<file path="src/rtl/mem_req_buffer_pkg.sv">
// Shared types and constants for the MEM request buffer.
package mem_req_buffer_pkg;

    // Sequencer states: idle/issuing, waiting for a response, or waiting
    // out a response that has already been answered by a timeout.
    typedef enum logic [1:0] {
        IDLE  = 2'd0,
        WAIT  = 2'd1,
        STALE = 2'd2
    } state_t;

    // Fill bit for the read data returned with a timeout error response.
    localparam logic TIMEOUT_RDATA_BIT = 1'b0;

endpackage

</file>
<file path="src/rtl/mem_req_fifo.sv">
// Synchronous FIFO holding queued MEM requests; head is read combinationally.
module mem_req_fifo #(
    parameter int WIDTH = 69,
    parameter int DEPTH = 4
) (
    input  logic             clk_i,
    input  logic             rst_i,
    input  logic             push,
    input  logic             pop,
    input  logic [WIDTH-1:0] wdata,
    output logic [WIDTH-1:0] rdata,
    output logic             full,
    output logic             empty
);

    localparam int AW = $clog2(DEPTH);

    logic [WIDTH-1:0] mem [DEPTH];
    logic [AW:0]      wr_ptr;
    logic [AW:0]      rd_ptr;
    logic             do_push;
    logic             do_pop;

    // Pointers carry one extra wrap bit so full and empty can be told apart.
    assign empty   = (wr_ptr == rd_ptr);
    assign full    = (wr_ptr[AW] != rd_ptr[AW]) && (wr_ptr[AW-1:0] == rd_ptr[AW-1:0]);
    assign do_push = push & ~full;
    assign do_pop  = pop & ~empty;
    assign rdata   = mem[rd_ptr[AW-1:0]];

    // Pointer update; only control state is reset.
    always_ff @(posedge clk_i) begin
        if (rst_i) begin
            wr_ptr <= '0;
            rd_ptr <= '0;
        end else begin
            if (do_push) wr_ptr <= wr_ptr + 1'b1;
            if (do_pop)  rd_ptr <= rd_ptr + 1'b1;
        end
    end

    // Entry storage, written on accepted push.
    always_ff @(posedge clk_i) begin
        if (do_push) mem[wr_ptr[AW-1:0]] <= wdata;
    end

endmodule

</file>
<file path="src/rtl/mem_req_buffer.sv">
// MEM request buffer: queues upstream requests, issues them downstream one at
// a time and returns in-order responses, replacing a stuck response by an error.
module mem_req_buffer
    import mem_req_buffer_pkg::*;
#(
    parameter int MEM_ADDR_WIDTH = 32,
    parameter int MEM_DATA_WIDTH = 32,
    parameter int DEPTH          = 4,
    parameter int TIMEOUT_CYCLES = 1024
) (
    input  logic                        clk_i,
    input  logic                        rst_i,
    input  logic                        s_mem_req,
    input  logic [MEM_ADDR_WIDTH-1:0]   s_mem_addr,
    input  logic                        s_mem_we,
    input  logic [MEM_DATA_WIDTH-1:0]   s_mem_wdata,
    input  logic [MEM_DATA_WIDTH/8-1:0] s_mem_be,
    output logic                        s_mem_gnt,
    output logic                        s_mem_valid,
    output logic [MEM_DATA_WIDTH-1:0]   s_mem_rdata,
    output logic                        s_mem_error,
    output logic                        m_mem_req,
    output logic [MEM_ADDR_WIDTH-1:0]   m_mem_addr,
    output logic                        m_mem_we,
    output logic [MEM_DATA_WIDTH-1:0]   m_mem_wdata,
    output logic [MEM_DATA_WIDTH/8-1:0] m_mem_be,
    input  logic                        m_mem_gnt,
    input  logic                        m_mem_valid,
    input  logic [MEM_DATA_WIDTH-1:0]   m_mem_rdata,
    input  logic                        m_mem_error,
    output logic                        busy_o,
    output logic                        timeout_o
);

    localparam int BE_W    = MEM_DATA_WIDTH / 8;
    localparam int ENTRY_W = MEM_ADDR_WIDTH + 1 + MEM_DATA_WIDTH + BE_W;
    localparam int CNT_W   = (TIMEOUT_CYCLES == 0) ? 1 : $clog2(TIMEOUT_CYCLES + 1);
    localparam logic [CNT_W-1:0] CNT_LAST = CNT_W'((TIMEOUT_CYCLES == 0) ? 0 : TIMEOUT_CYCLES - 1);
    localparam logic [CNT_W-1:0] CNT_MAX  = '1;

    logic               fifo_push;
    logic               fifo_pop;
    logic               fifo_full;
    logic               fifo_empty;
    logic [ENTRY_W-1:0] fifo_wdata;
    logic [ENTRY_W-1:0] fifo_rdata;

    state_t             state_q;
    state_t             state_d;
    logic [CNT_W-1:0]   cnt_q;
    logic               rsp_take;
    logic               tmo_fire;

    logic                      rsp_vld_p1;
    logic [MEM_DATA_WIDTH-1:0] rsp_rdata_p1;
    logic                      rsp_err_p1;
    logic                      tmo_sticky;

    // Accept path: grant uses the registered full flag only, never a pop bypass.
    assign s_mem_gnt  = s_mem_req & ~fifo_full;
    assign fifo_push  = s_mem_req & s_mem_gnt;
    assign fifo_wdata = {s_mem_addr, s_mem_we, s_mem_wdata, s_mem_be};

    mem_req_fifo #(
        .WIDTH (ENTRY_W),
        .DEPTH (DEPTH)
    ) u_fifo (
        .clk_i (clk_i),
        .rst_i (rst_i),
        .push  (fifo_push),
        .pop   (fifo_pop),
        .wdata (fifo_wdata),
        .rdata (fifo_rdata),
        .full  (fifo_full),
        .empty (fifo_empty)
    );

    // Downstream fields come straight from the FIFO head, so they stay stable
    // while the request waits for a grant.
    assign {m_mem_addr, m_mem_we, m_mem_wdata, m_mem_be} = fifo_rdata;

    // State register.
    always_ff @(posedge clk_i) begin
        if (rst_i) state_q <= IDLE;
        else       state_q <= state_d;
    end

    // Next state, downstream request and response/timeout decisions.
    always_comb begin
        state_d   = state_q;
        m_mem_req = 1'b0;
        fifo_pop  = 1'b0;
        rsp_take  = 1'b0;
        tmo_fire  = 1'b0;
        case (state_q)
            IDLE: begin
                m_mem_req = ~fifo_empty;
                if (~fifo_empty && m_mem_gnt) begin
                    fifo_pop = 1'b1;
                    state_d  = WAIT;
                end
            end
            WAIT: begin
                // A real response in the expiry cycle takes precedence.
                if (m_mem_valid) begin
                    rsp_take = 1'b1;
                    state_d  = IDLE;
                end else if ((TIMEOUT_CYCLES != 0) && (cnt_q == CNT_LAST)) begin
                    tmo_fire = 1'b1;
                    state_d  = STALE;
                end
            end
            STALE: begin
                // Late response already answered by the timeout: drop it.
                if (m_mem_valid) state_d = IDLE;
            end
            default: state_d = IDLE;
        endcase
    end

    // Wait-cycle counter: cleared on issue, saturating while waiting.
    always_ff @(posedge clk_i) begin
        if (rst_i) begin
            cnt_q <= '0;
        end else if (fifo_pop) begin
            cnt_q <= '0;
        end else if ((state_q == WAIT) && (cnt_q != CNT_MAX)) begin
            cnt_q <= cnt_q + 1'b1;
        end
    end

    // ---- stage p1: registered upstream response ----
    // Response register: real response data or a zero-data timeout error.
    always_ff @(posedge clk_i) begin
        if (rst_i) begin
            rsp_vld_p1   <= 1'b0;
            rsp_rdata_p1 <= '0;
            rsp_err_p1   <= 1'b0;
        end else begin
            rsp_vld_p1 <= rsp_take | tmo_fire;
            if (rsp_take) begin
                rsp_rdata_p1 <= m_mem_rdata;
                rsp_err_p1   <= m_mem_error;
            end else if (tmo_fire) begin
                rsp_rdata_p1 <= {MEM_DATA_WIDTH{TIMEOUT_RDATA_BIT}};
                rsp_err_p1   <= 1'b1;
            end
        end
    end

    // Sticky timeout flag, cleared only by reset.
    always_ff @(posedge clk_i) begin
        if (rst_i)         tmo_sticky <= 1'b0;
        else if (tmo_fire) tmo_sticky <= 1'b1;
    end

    assign s_mem_valid = rsp_vld_p1;
    assign s_mem_rdata = rsp_rdata_p1;
    assign s_mem_error = rsp_err_p1;
    assign timeout_o   = tmo_sticky;
    assign busy_o      = ~fifo_empty | (state_q != IDLE);

endmodule

</file>
<file path="config.mk">
export PLATFORM = sky130hd
export DESIGN_NAME = mem_req_buffer
export DESIGN_NICKNAME = d
export VERILOG_FILES = /design/src/rtl/mem_req_buffer_pkg.sv /design/src/rtl/mem_req_fifo.sv /design/src/rtl/mem_req_buffer.sv
export SDC_FILE = /design/constraint.sdc
export NUM_CORES = 1
export LEC_CHECK = 0
export ABC_AREA = 0
export CORE_MARGIN = 8
export CORE_UTILIZATION = 52
export DETAILED_ROUTE_END_ITERATION = 16
export PLACE_DENSITY = 0.8
export SLEW_MARGIN = 30
export SYNTH_ARGS = -nofsm -noshare
export SYNTH_HDL_FRONTEND = slang
export SYNTH_SLANG_ARGS = --single-unit
export TNS_END_PERCENT = 1
</file>
<file path="constraint.sdc">
create_clock -name clk_i -period 4.05 [get_ports clk_i]
set_clock_uncertainty 0.05 [all_clocks]
set_input_delay 0.6075 -clock clk_i [delete_from_list [all_inputs] [get_ports clk_i]]
set_output_delay 0.6075 -clock clk_i [all_outputs]
set_load 0.02 [all_outputs]
</file>
==> results of run 1 <==
-- synthesized netlist by cell type, types with 5 or more instances --
| cell | n | area (um^2) |
|---|---|---|
| nor3_1 | 5 | 25.0 |
| buf_6 | 5 | 56.3 |
| ha_1 | 6 | 75.1 |
| a22o_1 | 30 | 263 |
| inv_1 | 5 | 18.8 |
| dfxtp_1 | 56 | 1120 |
| nand2_1 | 8 | 30.0 |
| nor2_1 | 18 | 67.6 |
| mux4_2 | 69 | 1550 |
| o21ai_0 | 6 | 30.0 |
| and2_1 | 5 | 31.3 |
| a21oi_1 | 9 | 45.0 |
| clkbuf_1 | 7 | 26.3 |
| xor2_1 | 5 | 43.8 |
| edfxtp_1 | 276 | 8290 |
| nand3_1 | 6 | 30.0 |
| buf_2 | 10 | 50.1 |
-- metrics by stage --
step / hold slack, ns / util / power (W)
3_3_place_gp: 0.406 / 0.632 / 0.00570
6_report: 0.412 / 0.679 / 0.00870
4_1_cts: 0.413 / 0.679 / 0.00880
5_1_grt: 0.435 / 0.679 / 0.00902
3_5_place_dp: 0.393 / 0.632 / 0.00574
2_1_floorplan: 0.413 / - / 0.00497
-- power by group --
| group | leakage, nW | switching (W) | total (W) | internal, W |
|---|---|---|---|---|
| Combinational | 1.63 | 0.000785 | 0.00164 | 0.000856 |
| Clock | 0.540 | 0.00122 | 0.00305 | 0.00183 |
| Sequential | 2.99 | 0.000114 | 0.00400 | 0.00389 |
-- registers in the layout, indices dropped and copies added (netlist names), named ones only --
register       count
s_mem_valid        1
cnt_q             11
u_fifo.rd_ptr      3
s_mem_error        1
u_fifo.wr_ptr      3
timeout_o          1
u_fifo.mem       276
s_mem_rdata       32
state_q            2
-- layout make-up --
| class | instances | area (um^2) |
|---|---|---|
| sequential | 332 | 9420 |
| fill | 1465 | 7440 |
| multi-input combinational | 203 | 2530 |
| timing repair buffer | 226 | 2280 |
| clock buffer | 48 | 987 |
| tap | 319 | 399 |
| clock inverter | 12 | 116 |
| inverter | 5 | 18.8 |
-- placed cells by master (no fill, tap or decap), types with 6 or more instances in the layout --
cell type / Yosys / final
nand3_1: 6 / 6
nor2_1: 18 / 17
clkdlybuf4s50_1: 0 / 213
nand2_1: 8 / 8
o21ai_0: 6 / 6
clkbuf_16: 0 / 37
dfxtp_1: 56 / 54
a21oi_1: 9 / 9
buf_4: 3 / 9
mux4_2: 69 / 69
edfxtp_1: 276 / 276
ha_1: 6 / 6
clkbuf_1: 7 / 9
a22o_1: 30 / 30
-- worst max-delay path by stage --
| stage | startpoint | endpoint | slack (ns) | depth (start not counted) |
|---|---|---|---|---|
| 2_1_floorplan | u_fifo.wr_ptr[0] | u_fifo.wr_ptr[2] | 0.81 | 5 |
| 3_3_place_gp | register | m_mem_wdata[26] | 1.22 | 3 |
| 3_5_place_dp | register | m_mem_addr[9] | 1.19 | 3 |
| 4_1_cts | register | m_mem_addr[8] | 0.64 | 3 |
| 5_1_grt | register | m_mem_be[2] | 0.56 | 3 |
| 6_report | register | m_mem_wdata[6] | 0.74 | 3 |
-- cells by family (layout without fill, tap and decap cells) --
family / Yosys count / count (layout) / share of synthesized area
AOI/OAI and AO/OA: 58 / 58 / 0.0384
xor gates and xnor gates: 8 / 8 / 0.00579
adders and majority gates: 6 / 6 / 0.00620
buffers and inverters: 31 / 291 / 0.0147
DFF: 332 / 332 / 0.777
muxes: 72 / 72 / 0.131
and+or+nand+nor: 59 / 59 / 0.0270
-- worst max-delay path, stage by stage, from the launching register on --
cell and delay [ns]:
dfxtp_4 0.70, buf_4 0.35, mux4_2 0.54, clkdlybuf4s50_1 0.57
-- metal layers --
metal | GRT usage | part of all wire | vias to the layer above | wire length (um)
met5 | 0 | 0.0010 | - | 27
met4 | 0.0462 | 0.018 | 4 | 461
met3 | 0.0578 | 0.082 | 44 | 2130
met2 | 0.318 | 0.50 | 266 | 13000
met1 | 0.219 | 0.40 | 3250 | 10200
li1 | - | - | 2806 | -
==> summary.txt, run 1 <==
Placement
  • GP Congestion: 0.868
  • Placed Area: 14600 um^2
  • Placed cell count: 1085
  • DPL Wire Length: 17000 um
  • Post-place setup slack: 1.19 ns
  • PortBufs: 213

Critical path
  • Worst R2R End: u_fifo.mem[1][56]
  • Reg2Reg Setup Slack: 1.47 ns
  • Setup CP Type: register to primary output
  • Critical path launch point type: register
  • Arr. time, crit path: 2.65 ns
  • RR Startpoint: u_fifo.wr_ptr[1]
  • Critical Path End Type: primary output
  • Required @ worst endpoint: 3.39 ns
  • CP Max Fanout: 25
  • Reg2reg path depth: 4

Clock tree
  • Clock sinks: 332
  • Clock Latency Late Sink: 0.50 ns
  • Maximum root-to-sink buffer count: 3
  • CTS tree: built
  • Cts hold-fix bufs: 0
  • Root Buffer: clkbuf_16
  • Clock buffer count from CTS: 35
  • H-tree depth: 2
  • Setup Fix Bufs, Post-CTS: 0
  • Clock Pin Slew Worst Setup and Hold Paths: 0.06 ns
  • CTS resizes: 0

Global route
  • Grt ovf: 0
  • First-pass GRT wire length: 40200 um
  • Number of global-route vias before repair: 6996
  • Largest net degree at the start of global routing: 51
  • Initial antenna violation count: 2
  • Overall Global Routing Usage: 0.183

Synthesis
  • Main synth FF type: edfxtp_1
  • Post-Syn Nets: 679
  • Yosys warnings: 0
  • Syn_area_per_cell: 21.4 um^2
  • Yosys reg bits: 332
  • Sequential share of the synthesized area: 0.777
  • Post-synth ARST share: 0
  • Post-Syn Area: 12100 um^2
  • EDFF count, synth: 276
  • Synth Instances: 566
  • Unique masters post-synth: 42

Floorplanning
  • Core ar.: 23200 um^2
  • Chip width: 169 um
  • Die H: 169 um
  • Die area: 28400 um^2
  • Site Rows: 56
  • Starting Density: 0.522
  • Io pins: 214

Routing
  • WL per Instance: 22.6 um
  • 1st-pass router iterations: 5
  • Via count: 6370
  • Via-to-Cell Ratio: 5.56
  • Number of routed nets with antenna violations: 0
  • DRT Wirelength: 25900 um
  • Drc violations: 0
  • Initial DRC count: 380

STA
  • Final Setup Violations: 0
  • Worst setup margin: 0.738 ns
  • Hold Fails Final Rpt: 0
  • Max frequency: 302 MHz
  • Crit path time final: 3.31 ns
  • Crit share post-route: 0.818
  • Worst Tran Pin Value: 0.886 ns
  • Setup TNS: 0 ns
  • RSZ-0062 raised after global routing: false
  • Slew margin rel.: 0.406
  • Final Slew Violations: 0

Worst hold path
  • Hold Crit Class: register to register
  • Hold depth: 2
  • Hold Crit Start: s_mem_error
  • Min-Delay Endpoint: s_mem_error

Power and ir drop
  • Peak VDD IR: 0.273 mV
  • Static leakage: 5.16 nW
  • Pwr Density: 552 nW/um^2

Finish
  • Final Cell Area: 15800 um^2
  • Area Growth Syn to Fin: 30.1%
  • Ant. Diodes: 0
  • Nets: 916
  • Share of cells above drive strength 1: 0.177
  • Fin cells: 1145

Outcome
  • Outcome: finished clean

Run
  • Max Cap Violations: 0
Power figures use the tool's default switching activity.
==> run 2: changes to the inputs <==
==> constraint.sdc (replaced) <==
create_clock -name clk_i -period 3.2 [get_ports clk_i]
set_clock_uncertainty 0.05 [all_clocks]
set_input_delay 0.48 -clock clk_i [delete_from_list [all_inputs] [get_ports clk_i]]
set_output_delay 0.48 -clock clk_i [all_outputs]
set_load 0.02 [all_outputs]
==> run 2 against run 1 <==
Final cell count is 0.17% higher; combinational power is 30% higher; clock-buffer cell count is 1 lower; sequential power is 25% higher; worst hold slack better by 0.016 ns; non-clock buffer count stayed put; critical path depth stayed put; sequential cell count stayed put; register-to-register slack worse by 0.61 ns; critical path type unchanged; largest cell class unchanged.
==> summary.txt, run 2 (synthesis results as in run 1) <==
Finish
  • Share of cells above drive strength 1: 0.174 (-0.00263)
  • Largest register FFs: 276 (unchanged)
  • Final Cell Area: 15700 um^2 (about the same)
  • Post-Route Utilization: 0.679 (about the same)
  • Leading cell type in the layout, fill and taps excluded: edfxtp_1
  • Fin cells: 1147 (+0.17%)
  • Commonest cells after routing, fill and taps aside: edfxtp_1 (276), clkdlybuf4s50_1 (213), mux4_2 (69), dfxtp_1 (54), clkbuf_16 (35)
  • Area Growth Syn to Fin: 30.1% (about the same)
  • Nets: 915 (-0.11%)

STA
  • Slew margin rel.: 0.420 (+0.0139)
  • RSZ-0062 raised after global routing: false
  • Crit path time final: 2.93 ns
  • Final Slew Violations: 0 (unchanged)
  • Final Setup Violations: 0 (unchanged)
  • Max frequency: 342 MHz
  • Setup TNS: 0 ns (unchanged)
  • Worst Tran Pin Value: 0.865 ns (-0.0207 ns)
  • Hold Fails Final Rpt: 0 (unchanged)
  • Crit share post-route: 0.915

Clock tree
  • Maximum root-to-sink buffer count: 3 (unchanged)
  • Clock buffer count from CTS: 34 (-2.9%)
  • Clock sinks: 332 (unchanged)
  • Root Buffer: clkbuf_16
  • Cts hold-fix bufs: 0 (unchanged)
  • CTS tree: built
  • H-tree depth: 2 (unchanged)
  • Clock Latency Late Sink: 0.49 ns (about the same)
  • Clock Pin Slew Worst Setup and Hold Paths: 0.06 ns (about the same)

Routing
  • 1st-pass router iterations: 5 (unchanged)
  • DRT Wirelength: 24900 um (-3.9%)
  • Initial DRC count: 384 (+1.1%)
  • WL per Instance: 21.7 um (-4.0%)
  • Via-to-Cell Ratio: 5.51 (-0.99%)
  • Via count: 6318 (-0.82%)
  • Drc violations: 0 (unchanged)
  • Number of routed nets with antenna violations: 0 (unchanged)

Global route
  • Initial antenna violation count: 4 (+2)
  • First-pass GRT wire length: 38300 um (-4.8%)
  • Overall Global Routing Usage: 0.174 (-0.00872)
  • Number of global-route vias before repair: 6777 (-3.1%)
  • Grt ovf: 0 (unchanged)
  • Largest net degree at the start of global routing: 70 (+37%)

Critical path
  • Required @ worst endpoint: 2.67 ns (-0.72 ns)
  • Critical Path End Type: primary output
  • Arr. time, crit path: 2.40 ns (-0.25 ns)
  • Critical path launch point type: register
  • CP Max Fanout: 8 (-68%)
  • Setup CP Type: register to primary output

Floorplanning
  • Die H: 169 um (unchanged)
  • Chip width: 169 um (unchanged)
  • Die area: 28400 um^2 (unchanged)
  • Io pins: 214 (unchanged)
  • Starting Density: 0.522 (unchanged)
  • Site Rows: 56 (unchanged)
  • Core ar.: 23200 um^2 (unchanged)

Power and ir drop
  • Flop pwr share: 0.461 (about the same)
  • Switching share of power: 0.241 (-0.00205)
  • Comb pwr share: 0.197 (+0.008)
  • Peak VDD IR: 0.380 mV (+39%)
  • Cell internal pwr: 0.00824 W (+25%)
  • Clock share of power: 0.342 (-0.009)
  • Pwr Density: 690 nW/um^2 (+25%)
  • NetSw: 0.00262 W (+24%)
  • Static leakage: 5.14 nW (-0.31%)

Worst hold path
  • Hold Crit Class: register to register

Placement
  • GP Congestion: 0.827 (-4.8%)
  • DPL Wire Length: 15500 um (-8.9%)
  • PortBufs: 213 (unchanged)
  • Placed cell count: 1084 (-0.092%)
  • Placed Area: 14700 um^2 (+0.20%)

Run
  • Max Cap Violations: 0 (unchanged)

Outcome
  • Outcome: finished clean
## run 2: changes by cell type in the layout (fill, tap and decap cells not counted), sizes merged
| cell | delta |
|---|---|
| clkbuf | -1 |
| diode | +1 |
| clkinv | +1 |
| clkinvlp | +1 |
## run 2: through the flow
step,setup slack (ns),hold WS [ns],total power [W]
floorplan,-0.0118,0.413,0.00629
global placement,0.604,0.400,0.00722
detailed placement,0.595,0.410,0.00726
CTS,0.0636,0.429,0.0110
global route,0.106,0.443,0.0113
finish,0.273,0.428,0.0109
## run 2: critical path: stages (launching register included)
cell,delay [ns]
dfxtp_1,0.44
xor2_1,0.35
o31a_1,0.40
clkdlybuf4s50_1,0.70
## run 2: area by class of cell
type | instances | area [um^2]
sequential | 332 | 9420
fill | 1472 | 7440
multi-input combinational | 203 | 2530
timing repair buffer | 226 | 2320
clock buffer | 47 | 941
tap | 319 | 399
clock inverter | 14 | 119
inverter | 5 | 18.8
antenna | 1 | 2.50
## run 2: power groups by stage
stage / combinational [W] / sequential (W) / clock, W
floorplan: 0.00118 / 0.00511 / 0
global placement: 0.00210 / 0.00512 / 0
detailed placement: 0.00213 / 0.00513 / 0
CTS: 0.00214 / 0.00505 / 0.00380
global route: 0.00226 / 0.00503 / 0.00396
finish: 0.00213 / 0.00501 / 0.00371
## run 2: repair_timing
action                     4_1_cts  5_1_grt
hold endpoints to repair         0        0
buffers inserted                 0        1
setup endpoints to repair        0        1
gates resized for setup          0        0
## run 2: per-layer routing
metal  vias up  global-route usage  wire (um)
li1       2809                   -          -
met1      3180               0.217      10100
met2       276               0.293      12200
met3        45              0.0547       2100
met4         8              0.0454        456
met5         -                   0         40
## run 2: worst paths after layout
check / endpoint / slack (ns) / from / cells after the start
worst max-delay path: s_mem_gnt / 0.27 / u_fifo.wr_ptr[0] / 3
worst min-delay path: s_mem_rdata[3] / 0.43 / s_mem_rdata[3] / 1
worst max register to register: u_fifo.mem[3][68] / 0.86 / u_fifo.wr_ptr[0] / 4
worst min register to register: s_mem_rdata[3] / 0.43 / s_mem_rdata[3] / 1
==> run 3: changes to the inputs <==
--- a/config.mk
+++ b/config.mk
@@ -6,11 +6,12 @@
 export NUM_CORES = 1
 export LEC_CHECK = 0
 export ABC_AREA = 0
+export CORE_ASPECT_RATIO = 1.4
 export CORE_MARGIN = 8
 export CORE_UTILIZATION = 52
 export DETAILED_ROUTE_END_ITERATION = 16
 export PLACE_DENSITY = 0.8
-export SLEW_MARGIN = 30
+export SLEW_MARGIN = 20
 export SYNTH_ARGS = -nofsm -noshare
 export SYNTH_HDL_FRONTEND = slang
 export SYNTH_SLANG_ARGS = --single-unit
==> run 3 against run 2 <==
Design area is 0.65% lower; global-route usage grew 0.36 points; critical path depth unchanged; die area up 0.25%; via count shrank 0.21%; clock-buffer cell count fell by 11; clock power decreased by 9.7%; largest power group unchanged.
==> summary.txt, run 3 (synthesis results as in run 1) <==
Power and ir drop
  • Flop pwr share: 0.480 (+0.019)
  • Cell internal pwr: 0.00794 W (-3.6%)
  • Pwr Density: 673 nW/um^2 (-2.4%)
  • Total power: 0.0105 W (-3.0%)
  • Switching share of power: 0.246 (+0.00409)
  • Clock share of power: 0.318 (-0.024)
  • Static leakage: 5.09 nW (-0.98%)
  • NetSw: 0.00259 W (-1.4%)
  • Comb pwr share: 0.202 (+0.005)
  • Peak VDD IR: 0.434 mV (+14%)

STA
  • Worst Tran Pin Value: 0.888 ns (+0.0227 ns)
  • RSZ-0062 raised after global routing: false
  • Slew margin rel.: 0.404 (-0.0152)
  • Worst setup margin: 0.183 ns (-0.0897 ns)
  • Final Setup Violations: 0 (unchanged)
  • Hold Fails Final Rpt: 0 (unchanged)
  • Crit path time final: 3.02 ns (+0.0897 ns)
  • Max frequency: 331 MHz (-3.0%)
  • Crit share post-route: 0.943 (+0.0280)
  • Final Slew Violations: 0 (unchanged)

Clock tree
  • Clock Latency Late Sink: 0.54 ns (+0.05 ns)
  • Root Buffer: clkbuf_16
  • H-tree depth: 1 (-1)
  • Clock sinks: 332 (unchanged)
  • CTS resizes: 0 (unchanged)
  • Clock buffer count from CTS: 29 (-15%)
  • Maximum root-to-sink buffer count: 3 (unchanged)
  • Cts hold-fix bufs: 0 (unchanged)
  • CTS tree: built
  • Setup Fix Bufs, Post-CTS: 0 (unchanged)
  • Clock Pin Slew Worst Setup and Hold Paths: 0.07 ns (about the same)

Global route
  • Initial antenna violation count: 3 (-1)
  • First-pass GRT wire length: 39700 um (+3.6%)
  • Number of global-route vias before repair: 7015 (+3.5%)
  • Largest net degree at the start of global routing: 50 (-29%)
  • Overall Global Routing Usage: 0.178 (+0.00355)
  • Grt ovf: 0 (unchanged)

Floorplanning
  • Io pins: 214 (unchanged)
  • Core ar.: 23000 um^2 (-0.66%)
  • Die area: 28500 um^2 (+0.25%)
  • Die H: 197 um (+17%)
  • Chip width: 145 um (-14%)
  • Site Rows: 66 (+18%)
  • Starting Density: 0.526 (+0.00346)

Routing
  • DRT Wirelength: 26100 um (+4.9%)
  • Via count: 6305 (-0.21%)
  • Drc violations: 0 (unchanged)
  • Number of routed nets with antenna violations: 0 (unchanged)
  • 1st-pass router iterations: 4 (-1)
  • Initial DRC count: 410 (+6.8%)
  • WL per Instance: 23.1 um (+6.4%)
  • Via-to-Cell Ratio: 5.57 (+1.2%)

Placement
  • PortBufs: 213 (unchanged)
  • GP Congestion: 0.766 (-7.4%)
  • Placed Area: 14700 um^2 (+0.26%)
  • DPL Wire Length: 17400 um (+12%)
  • Post-place setup slack: 0.669 ns (+0.0739 ns)

Critical path
  • Arr. time, crit path: 2.49 ns (+0.09 ns)
  • Setup CP Type: register to primary output
  • Required @ worst endpoint: 2.67 ns (about the same)
  • Critical Path End Type: primary output
  • Critical path launch point type: register
  • CP Max Fanout: 32 (+24)
  • Reg2Reg Setup Slack: 0.83 ns (-0.03 ns)

Finish
  • Largest register FFs: 276 (unchanged)
  • Nets: 913 (-0.22%)
  • Leading cell type in the layout, fill and taps excluded: edfxtp_1
  • Area Growth Syn to Fin: 29.2%
  • Share of cells above drive strength 1: 0.173 (-0.00137)
  • Commonest cells after routing, fill and taps aside: edfxtp_1 (276), clkdlybuf4s50_1 (213), mux4_2 (69), dfxtp_1 (54), a22o_1 (30)
  • Fill cell total of the finished layout: 1420 (-3.5%)
  • Final Cell Area: 15600 um^2 (-0.65%)

Outcome
  • Outcome: finished clean

Run
  • Max Cap Violations: 0 (unchanged)

Worst hold path
  • Hold Crit Class: register to register
-- run 3: power groups by stage --
stage | Sequential, W | Clock [W] | Combinational [W]
3_5_place_dp | 0.00514 | 0 | 0.00216
5_1_grt | 0.00507 | 0.00356 | 0.00225
3_3_place_gp | 0.00512 | 0 | 0.00213
2_1_floorplan | 0.00511 | 0 | 0.00118
4_1_cts | 0.00505 | 0.00341 | 0.00217
6_report | 0.00505 | 0.00335 | 0.00213
-- run 3: per-stage QoR --
| stage | std cells | TNS, ns | utilization | hold slack, ns |
|---|---|---|---|---|
| finish | 1131 | 0 | 0.679 | 0.426 |
| global route | 1130 | 0 | 0.679 | 0.445 |
| CTS | 1128 | 0 | 0.679 | 0.423 |
| detailed placement | 1075 | 0 | 0.639 | 0.403 |
| global placement | 1075 | 0 | 0.639 | 0.398 |
| floorplan | 566 | -2.44 | - | 0.413 |
-- run 3: critical path: stages, from the launching register on --
cell	delay, ns
dfxtp_4	0.68
buf_4	0.32
mux4_2	0.37
clkdlybuf4s50_1	0.57
-- run 3: area by class of cell --
class,instances,area (um^2),share of cell area
Antenna cell,3,7.51,0.000480
Tap cell,306,383,0.0245
Sequential cell,332,9420,0.602
Clock buffer,36,752,0.0481
Timing Repair Buffer,229,2360,0.151
Clock inverter,17,164,0.0105
Inverter,5,18.8,0.00120
Multi-Input combinational cell,203,2540,0.162
-- run 3: metal layers --
layer,up-vias,routed length (um),GRT usage
li1,2800,-,-
met1,3198,9470,0.199
met2,265,14000,0.324
met3,40,2050,0.0484
met4,2,579,0.0563
met5,-,13,0
-- run 3: worst paths after layout --
check / from / end / cells past startpoint
setup / recovery: register / m_mem_we / 3
hold / removal: s_mem_error / s_mem_error / 2
setup reg to reg: u_fifo.wr_ptr[1] / u_fifo.mem[2][63] / 4
hold reg to reg: s_mem_error / s_mem_error / 2
